===== src/rtl/baud_pkg.sv =====
// Shared defaults for the UART baud-rate generator, plus the helper that turns
// a baud rate into an integer prescaler divisor for the 100 MHz system clock.
package baud_pkg;
  localparam int BAUD_CLK_HZ       = 100_000_000;
  localparam int BAUD_DIV_W        = 16;
  localparam int BAUD_OS_RATE      = 16;
  localparam int BAUD_FRAC_W       = 4;
  localparam int BAUD_DEFAULT_RATE = 115_200;

  function automatic int baud_divisor(input int baud, input int os_rate);
    return BAUD_CLK_HZ / (baud * os_rate);
  endfunction

  localparam int BAUD_RESET_DIV = baud_divisor(BAUD_DEFAULT_RATE, BAUD_OS_RATE);
endpackage


===== src/rtl/baud_prescaler.sv =====
// Clock-enable divider producing the raw oversample strobe, with a shadow divisor
// that only takes effect on a period boundary. Fractional accumulator under BAUD_FRAC_EN.
module baud_prescaler #(
  parameter int DIV_W     = 16,
  parameter int RESET_DIV = 54
`ifdef BAUD_FRAC_EN
  ,
  parameter int FRAC_W    = 4
`endif
) (
  input  logic             clk,
  input  logic             rst_n,
  input  logic             run,
  input  logic             div_wr,
  input  logic [DIV_W-1:0] div,
`ifdef BAUD_FRAC_EN
  input  logic [FRAC_W-1:0] div_frac,
`endif
  output logic             os_strobe
);

  logic [DIV_W-1:0] cnt;
  logic [DIV_W-1:0] div_active;
  logic [DIV_W-1:0] div_shadow;
  logic             pending;
  logic             carry;
  logic             last;
  logic             apply_shadow;

`ifdef BAUD_FRAC_EN
  logic [FRAC_W-1:0] acc;
  logic [FRAC_W-1:0] frac_active;
  logic [FRAC_W-1:0] frac_shadow;
  logic [FRAC_W:0]   acc_sum;

  // The carry of the add performed at the end of this period stretches it by one clock.
  assign acc_sum = {1'b0, acc} + {1'b0, frac_active};
  assign carry   = acc_sum[FRAC_W];
`else
  assign carry = 1'b0;
`endif

  assign last         = carry ? (cnt == div_active) : (cnt == div_active - 1'b1);
  assign os_strobe    = run & last;
  assign apply_shadow = pending & (~run | last);

  always_ff @(posedge clk or negedge rst_n) begin
    if (!rst_n) begin
      cnt <= '0;
    end else if (!run || last) begin
      cnt <= '0;
    end else begin
      cnt <= cnt + 1'b1;
    end
  end

  always_ff @(posedge clk or negedge rst_n) begin
    if (!rst_n) begin
      div_active  <= DIV_W'(RESET_DIV);
      div_shadow  <= DIV_W'(RESET_DIV);
      pending     <= 1'b0;
`ifdef BAUD_FRAC_EN
      frac_active <= '0;
      frac_shadow <= '0;
`endif
    end else begin
      if (apply_shadow) begin
        div_active  <= div_shadow;
`ifdef BAUD_FRAC_EN
        frac_active <= frac_shadow;
`endif
      end
      if (div_wr && !run) begin
        div_active  <= div;
        pending     <= 1'b0;
`ifdef BAUD_FRAC_EN
        frac_active <= div_frac;
`endif
      end else if (div_wr) begin
        div_shadow  <= div;
        pending     <= 1'b1;
`ifdef BAUD_FRAC_EN
        frac_shadow <= div_frac;
`endif
      end else if (apply_shadow) begin
        pending <= 1'b0;
      end
    end
  end

`ifdef BAUD_FRAC_EN
  always_ff @(posedge clk or negedge rst_n) begin
    if (!rst_n) begin
      acc <= '0;
    end else if (!run) begin
      acc <= '0;
    end else if (last) begin
      acc <= acc_sum[FRAC_W-1:0];
    end
  end
`endif

endmodule


===== src/rtl/baud_gen.sv =====
// UART baud-rate generator: prescaler strobe feeds an oversample counter that decodes
// registered os/mid/bit ticks. Define BAUD_FRAC_EN for the fractional divisor port.
module baud_gen
  import baud_pkg::*;
#(
  parameter int DIV_W     = BAUD_DIV_W,
  parameter int OS_RATE   = BAUD_OS_RATE,
  parameter int RESET_DIV = BAUD_RESET_DIV,
  parameter int FRAC_W    = BAUD_FRAC_W
) (
  input  logic              clk,
  input  logic              rst_n,
  input  logic              en,
  input  logic [DIV_W-1:0]  div,
`ifdef BAUD_FRAC_EN
  input  logic [FRAC_W-1:0] div_frac,
`endif
  input  logic              div_wr,
  input  logic              resync,
  output logic              os_tick,
  output logic              mid_tick,
  output logic              bit_tick,
  output logic              div_err
);

  localparam int OS_W = $clog2(OS_RATE);

  logic            run;
  logic            div_ok;
  logic            os_strobe;
  logic [OS_W-1:0] os_cnt;

  // resync behaves exactly like a one-cycle disable, so both fold into one run qualifier.
  assign run    = en & ~resync;
  assign div_ok = div >= DIV_W'(2);

  baud_prescaler #(
    .DIV_W     (DIV_W),
    .RESET_DIV (RESET_DIV)
`ifdef BAUD_FRAC_EN
    ,
    .FRAC_W    (FRAC_W)
`endif
  ) u_prescaler (
    .clk       (clk),
    .rst_n     (rst_n),
    .run       (run),
    .div_wr    (div_wr & div_ok),
    .div       (div),
`ifdef BAUD_FRAC_EN
    .div_frac  (div_frac),
`endif
    .os_strobe (os_strobe)
  );

  always_ff @(posedge clk or negedge rst_n) begin
    if (!rst_n) begin
      os_cnt   <= '0;
      os_tick  <= 1'b0;
      mid_tick <= 1'b0;
      bit_tick <= 1'b0;
    end else begin
      os_tick  <= os_strobe;
      mid_tick <= os_strobe && (os_cnt == OS_W'(OS_RATE / 2 - 1));
      bit_tick <= os_strobe && (os_cnt == OS_W'(OS_RATE - 1));
      if (!run) begin
        os_cnt <= '0;
      end else if (os_strobe) begin
        os_cnt <= os_cnt + 1'b1;
      end
    end
  end

  always_ff @(posedge clk or negedge rst_n) begin
    if (!rst_n) begin
      div_err <= 1'b0;
    end else if (div_wr) begin
      div_err <= ~div_ok;
    end
  end

endmodule


===== config.mk =====
export PLATFORM = sky130hd
export DESIGN_NAME = baud_gen
export DESIGN_NICKNAME = d
export VERILOG_FILES = /design/src/rtl/baud_pkg.sv /design/src/rtl/baud_prescaler.sv /design/src/rtl/baud_gen.sv
export SDC_FILE = /design/constraint.sdc
export NUM_CORES = 1
export LEC_CHECK = 0
export CAP_MARGIN = 25
export CORE_ASPECT_RATIO = 1.4
export CORE_UTILIZATION = 40
export CTS_CLUSTER_SIZE = 16
export DETAILED_ROUTE_END_ITERATION = 10
export SKIP_CTS_REPAIR_TIMING = 1
export SYNTH_ARGS = -nofsm -noshare
export SYNTH_HDL_FRONTEND = slang
export SYNTH_SLANG_ARGS = --single-unit

===== constraint.sdc =====
create_clock -name clk -period 3.45 [get_ports clk]
set_input_delay 0.69 -clock clk [delete_from_list [all_inputs] [get_ports clk]]
set_output_delay 0.69 -clock clk [all_outputs]
set_load 0.01 [all_outputs]

### After elaboration in Yosys (flattened, before gate mapping)

Index checks and enable logic that the tools add are counted.

* register bits after elaboration: 57
* input port bits: 21
* output and inout bits: 4
* word-level logic and storage cells: 42

* $add $sub $neg: 3
* order comparisons: 1
* equal/unequal tests: 4
* mux-type cells: 8
* bitwise logic cells: 9
* reductions and logical operators: 8

Operators by type and width (number)
* 2-to-1 mux 16 bit: 3
* adder 16 x 1 -> 16 bit (second input constant): 1
* equality test 16 bit: 1
* greater-or-equal comparator 16 x 2 -> 1 bit (second input constant): 1
* subtractor 16 x 1 -> 16 bit (second input constant): 1
* 2-to-1 mux 4 bit: 2
* adder 4 x 1 -> 4 bit (second input constant): 1
* AND 1 bit: 4
* equality test 4 x 3 -> 1 bit (second input constant): 1
* equality test 4 bit (second input constant): 1
* NOT 1 bit: 4
* logical AND 1 bit: 3
* 2-to-1 mux 1 bit: 3
* nonzero test 3 bit: 1
* inequality test 2 bit (second input constant): 1
* AND reduction 2 bit: 1
* nonzero test 2 bit: 1
* zero test 1 bit: 1
* logical OR 1 bit: 1
* bitwise OR 1 bit: 1

### Longest topological paths before layout

* word-level depth: 8
* gate-level depth with buffers: 11
* gate-level depth less buffers: 9

### Hierarchy

Synthesis repeated with hierarchy kept, for this count alone.

* cell total of the unflattened synthesis: 373
* area total of the unflattened synthesis: 3513.4 um^2

By module, submodules not included
* baud_prescaler: times used 1, cells each 342, area each 3156.8 um^2, sequential area each 1236.2 um^2
* baud_gen: times used 1, cells each 31, area each 356.6 um^2, sequential area each 200.2 um^2

### Worst setup path before layout

Ideal clock, no wire load.

* path kind: reg2reg
* from: reg u_prescaler.div_active[6]
* to: reg u_prescaler.div_active[10]
* setup time: 0.124 ns
* data arrival time: 2.826 ns
* slack: 0.500 ns
* cell stages (with the launch flop): 10
* path buffers: 2
* clock period less this slack: 2.950 ns
* cells stage by stage: dfrtp_1 buf_2 or4_4 or4_1 a221oi_1 o22ai_1 nor4_4 o22ai_2 buf_2 o2bb2ai_1

* longest elaborated chain between the ends: 5

RTL lines
* from (decl): line baud_prescaler.sv:23 `logic [DIV_W-1:0] div_active;`
* from (signal assigned): line baud_prescaler.sv:59 `div_active <= DIV_W'(RESET_DIV);`
* from (signal assigned): line baud_prescaler.sv:68 `div_active <= div_shadow;`
* from (signal assigned): line baud_prescaler.sv:74 `div_active <= div;`
* subtractor 16 x 1 -> 16 bit: line baud_prescaler.sv:43 `assign last = carry ? (cnt == div_active) : (cnt == div_active - 1'b1);`
* equality test 16 bit: line baud_prescaler.sv:43
* bitwise OR 1 bit: line baud_prescaler.sv:45 `assign apply_shadow = pending & (~run | last);`
* AND 1 bit: line baud_prescaler.sv:45
* nonzero test 2 bit (no source line)

No other way between the ends.
A chain may end at the register's enable or synchronous reset.

### Worst setup path in the final report

* from: reg u_prescaler.div_active[6]
* to: reg os_cnt[3]

* longest elaborated chain between the ends: 4

RTL lines
* subtractor 16 x 1 -> 16 bit: line baud_prescaler.sv:43
* equality test 16 bit: line baud_prescaler.sv:43
* AND 1 bit: line baud_prescaler.sv:44 `assign os_strobe = run & last;`
* inequality test 2 bit (no source line)
* to (signal assigned): line baud_gen.sv:69 `os_cnt <= os_cnt + 1'b1;`
* to (decl): line baud_gen.sv:31 `logic [OS_W-1:0] os_cnt;`

No other way between the ends.

==> flow_metrics.env <==
export IMPL_drt_wl_total_mm=6.32
export IMPL_synth_seq_cells=57
export IMPL_die_w_um=76.0
export IMPL_fill_cells=704
export IMPL_crit_required_ps=3680
export IMPL_pin_count=25
export IMPL_cts_root_buffer="clkbuf_8"
export IMPL_pwr_share_clk_pct=38.6
export IMPL_grt_antenna_before_repair=0
export IMPL_synth_area_per_cell_um2=10.6
export IMPL_startpoint_type="flip-flop"
export IMPL_status="complete, no violations"
export IMPL_fin_nets=339
export IMPL_p_sw_share_pct=26.9
export IMPL_yosys_warnings=0
export IMPL_drv_slew=0
export IMPL_syn_inst=290
export IMPL_critical_path_class="flip-flop to flip-flop"
export IMPL_peakVddDrop_mv=0.255
export IMPL_route_antenna_remaining_nets=0
export IMPL_start_util_pct=41.4
export IMPL_critPathArrivalTime_ps=3380
export IMPL_synthArstFlopShare_pct=100
export IMPL_drc=0
export IMPL_rows=37
export IMPL_critPathMaxFanout=16
export IMPL_seqPwrFrac_pct=44.4
export IMPL_setup_tns_final_ps=0
export IMPL_p_leak_uw=0.00145
export IMPL_syn_nets=314
export IMPL_fmax_mhz=318
export IMPL_portBuffers=24
export IMPL_htree_levels=3
export IMPL_diodes=0
export IMPL_drv_cap=0
export IMPL_period_minus_slack_ps=3140
export IMPL_synth_edf_count=0
export IMPL_final_cell_mix="49 x dfrtp_1, 23 x clkdlybuf4s50_1, 21 x xnor2_1"
export IMPL_rsz0062_at_grt="no"
export IMPL_skew_ps=10.3
export IMPL_cts_buffers=9
export IMPL_ys_seq_area_share_pct=46.9
export IMPL_hold_violations=0
export IMPL_dpl_hpwl_mm=4.57
export IMPL_detailed_place_area_um2=3420
export IMPL_vias_per_cell=5.50
export IMPL_fin_crit_sh_pct=91.1
export IMPL_power_switching_uw=500
export IMPL_total_power_uw=1860
export IMPL_drive_gt1_share_pct=14.7
export IMPL_core_area_um2=7410
export IMPL_setup_viol=0
export IMPL_fin_ws_ps=307
export IMPL_p_int_uw=1360
export IMPL_design_die_area_um2=8020
export IMPL_vias=2294
export IMPL_yosysUniqueCellTypes=50
export IMPL_grt_pass1_vias=2232
export IMPL_grt_use_total_pct=17.7
export IMPL_clk_latency_ps=340
export IMPL_p_comb_share_pct=17.0
export IMPL_avgRoutedWirePerCell_um=15.2
export IMPL_grt_max_degree=58
export IMPL_syn_area_um2=3070
export IMPL_clock_sinks=57
export IMPL_worst_pin_slew_ps=669
export IMPL_p_per_area_nw_per_um2=509
export IMPL_syn2layout_area_growth_pct=19.1
export IMPL_hold_class="input port to async pin"
export IMPL_endpoint_kind="flip-flop"
export IMPL_grt_pass1_wl_mm=11.0
export IMPL_cts_buffer_depth=2
export IMPL_final_common_cell="dfrtp_1"
export IMPL_fp_dieH_um=106
export IMPL_fin_area_um2=3650
export IMPL_gr_total_overflow=0
export IMPL_cts_tree="built"
export IMPL_drt_iter0_drc=92
export IMPL_routabilityCongestion=0.772
export IMPL_relSlewSlack_pct=55.3
export IMPL_drtPass1Iterations=4
export IMPL_synth_ff_type="dfrtp_1"
export IMPL_post_place_ws_ps=253
export IMPL_clk_pin_slew_ps=70
## critical path, cell delays in order, from the launching register on
cell      delay (ps)
dfrtp_1          480
or4_4            610
or4_1            480
a221oi_1         300
o22ai_1          190
nor4_4           410
buf_4            290
a211oi_1         100
a31o_1           180
## worst paths after layout
path	from	endpoint	slack, ps	cells after the start
max in group asynchronous	rst_n	u_prescaler.div_shadow[5]	2810	2
setup / recovery	u_prescaler.div_active[6]	os_cnt[3]	310	8
hold / removal	rst_n	os_cnt[0]	340	2
hold reg to reg	os_cnt[3]	mid_tick	450	1
min in group clk	os_cnt[3]	mid_tick	450	1
setup reg to reg	u_prescaler.div_active[6]	os_cnt[3]	310	8
## power by group through the flow
stage / logic, µW / registers (µW) / clock network, µW
detailed placement: 319 / 835 / 0
floorplan: 239 / 805 / 0
finish: 316 / 824 / 717
CTS: 320 / 823 / 732
global route: 354 / 835 / 762
global placement: 313 / 832 / 0
## synth_stat cells (all sizes together), types with 3 or more instances
cell | instances | area share, %
dfrtp | 49 | 40
xnor2 | 21 | 6.0
nor3 | 20 | 3.3
a22oi | 16 | 3.9
mux2 | 16 | 5.9
nor2 | 16 | 2.0
o2bb2ai | 16 | 4.6
clkbuf | 14 | 1.7
xor2 | 14 | 4.0
nand3 | 12 | 2.0
nand2 | 10 | 1.2
dfstp | 8 | 6.9
and3 | 7 | 1.4
nand4 | 7 | 1.4
nor4 | 7 | 1.9
inv | 6 | 0.73
buf | 4 | 0.65
or4 | 4 | 1.1
and2 | 3 | 0.61
ha | 3 | 1.2
o31ai | 3 | 0.73
## per-stage QoR
| step | hold WS [ps] | cells | util (%) |
|---|---|---|---|
| 2_1_floorplan | 394 | 290 | - |
| 3_3_place_gp | 438 | 401 | 46.2 |
| 3_5_place_dp | 443 | 401 | 46.2 |
| 4_1_cts | 344 | 417 | 49.3 |
| 5_1_grt | 352 | 417 | 49.3 |
| 6_report | 335 | 417 | 49.3 |
## cell families after synthesis
| group | Yosys count | share of synthesized area [%] |
|---|---|---|
| buffers and inverters | 24 | 3.10 |
| AO/OA/AOI/OAI | 56 | 14.7 |
| adder cells (fa/ha/maj) | 3 | 1.22 |
| flip-flops | 57 | 46.9 |
| AND/OR/NAND/NOR | 97 | 17.6 |
| XOR/XNOR | 35 | 10.0 |
| multiplexers | 18 | 6.53 |
## layout make-up
class / count / area (µm²) / area share, %
Multi-Input combinational cell: 209 / 1530 / 42.0
Sequential cell: 57 / 1440 / 39.3
Timing Repair Buffer: 32 / 308 / 8.43
Clock buffer: 12 / 155 / 4.25
Tap cell: 97 / 121 / 3.32
Clock inverter: 4 / 73.8 / 2.02
Inverter: 6 / 22.5 / 0.617
## routing by layer
layer	share of wire, %	up-vias	wire (µm)	track usage [%]
li1	-	1137	-	-
met1	45	1112	2830	20.8
met2	51	37	3220	30.8
met3	2.7	8	170	3.90
met4	1.5	0	95	7.83
met5	0	-	0	0
## state kept, by name (all words and copies together), names as in the netlist
name                    count
u_prescaler.cnt            16
u_prescaler.div_active     16
u_prescaler.div_shadow     16
os_cnt                      4
bit_tick                    1
div_err                     1
mid_tick                    1
os_tick                     1
u_prescaler.pending         1
Note: power is estimated with default switching activity, not from simulation.
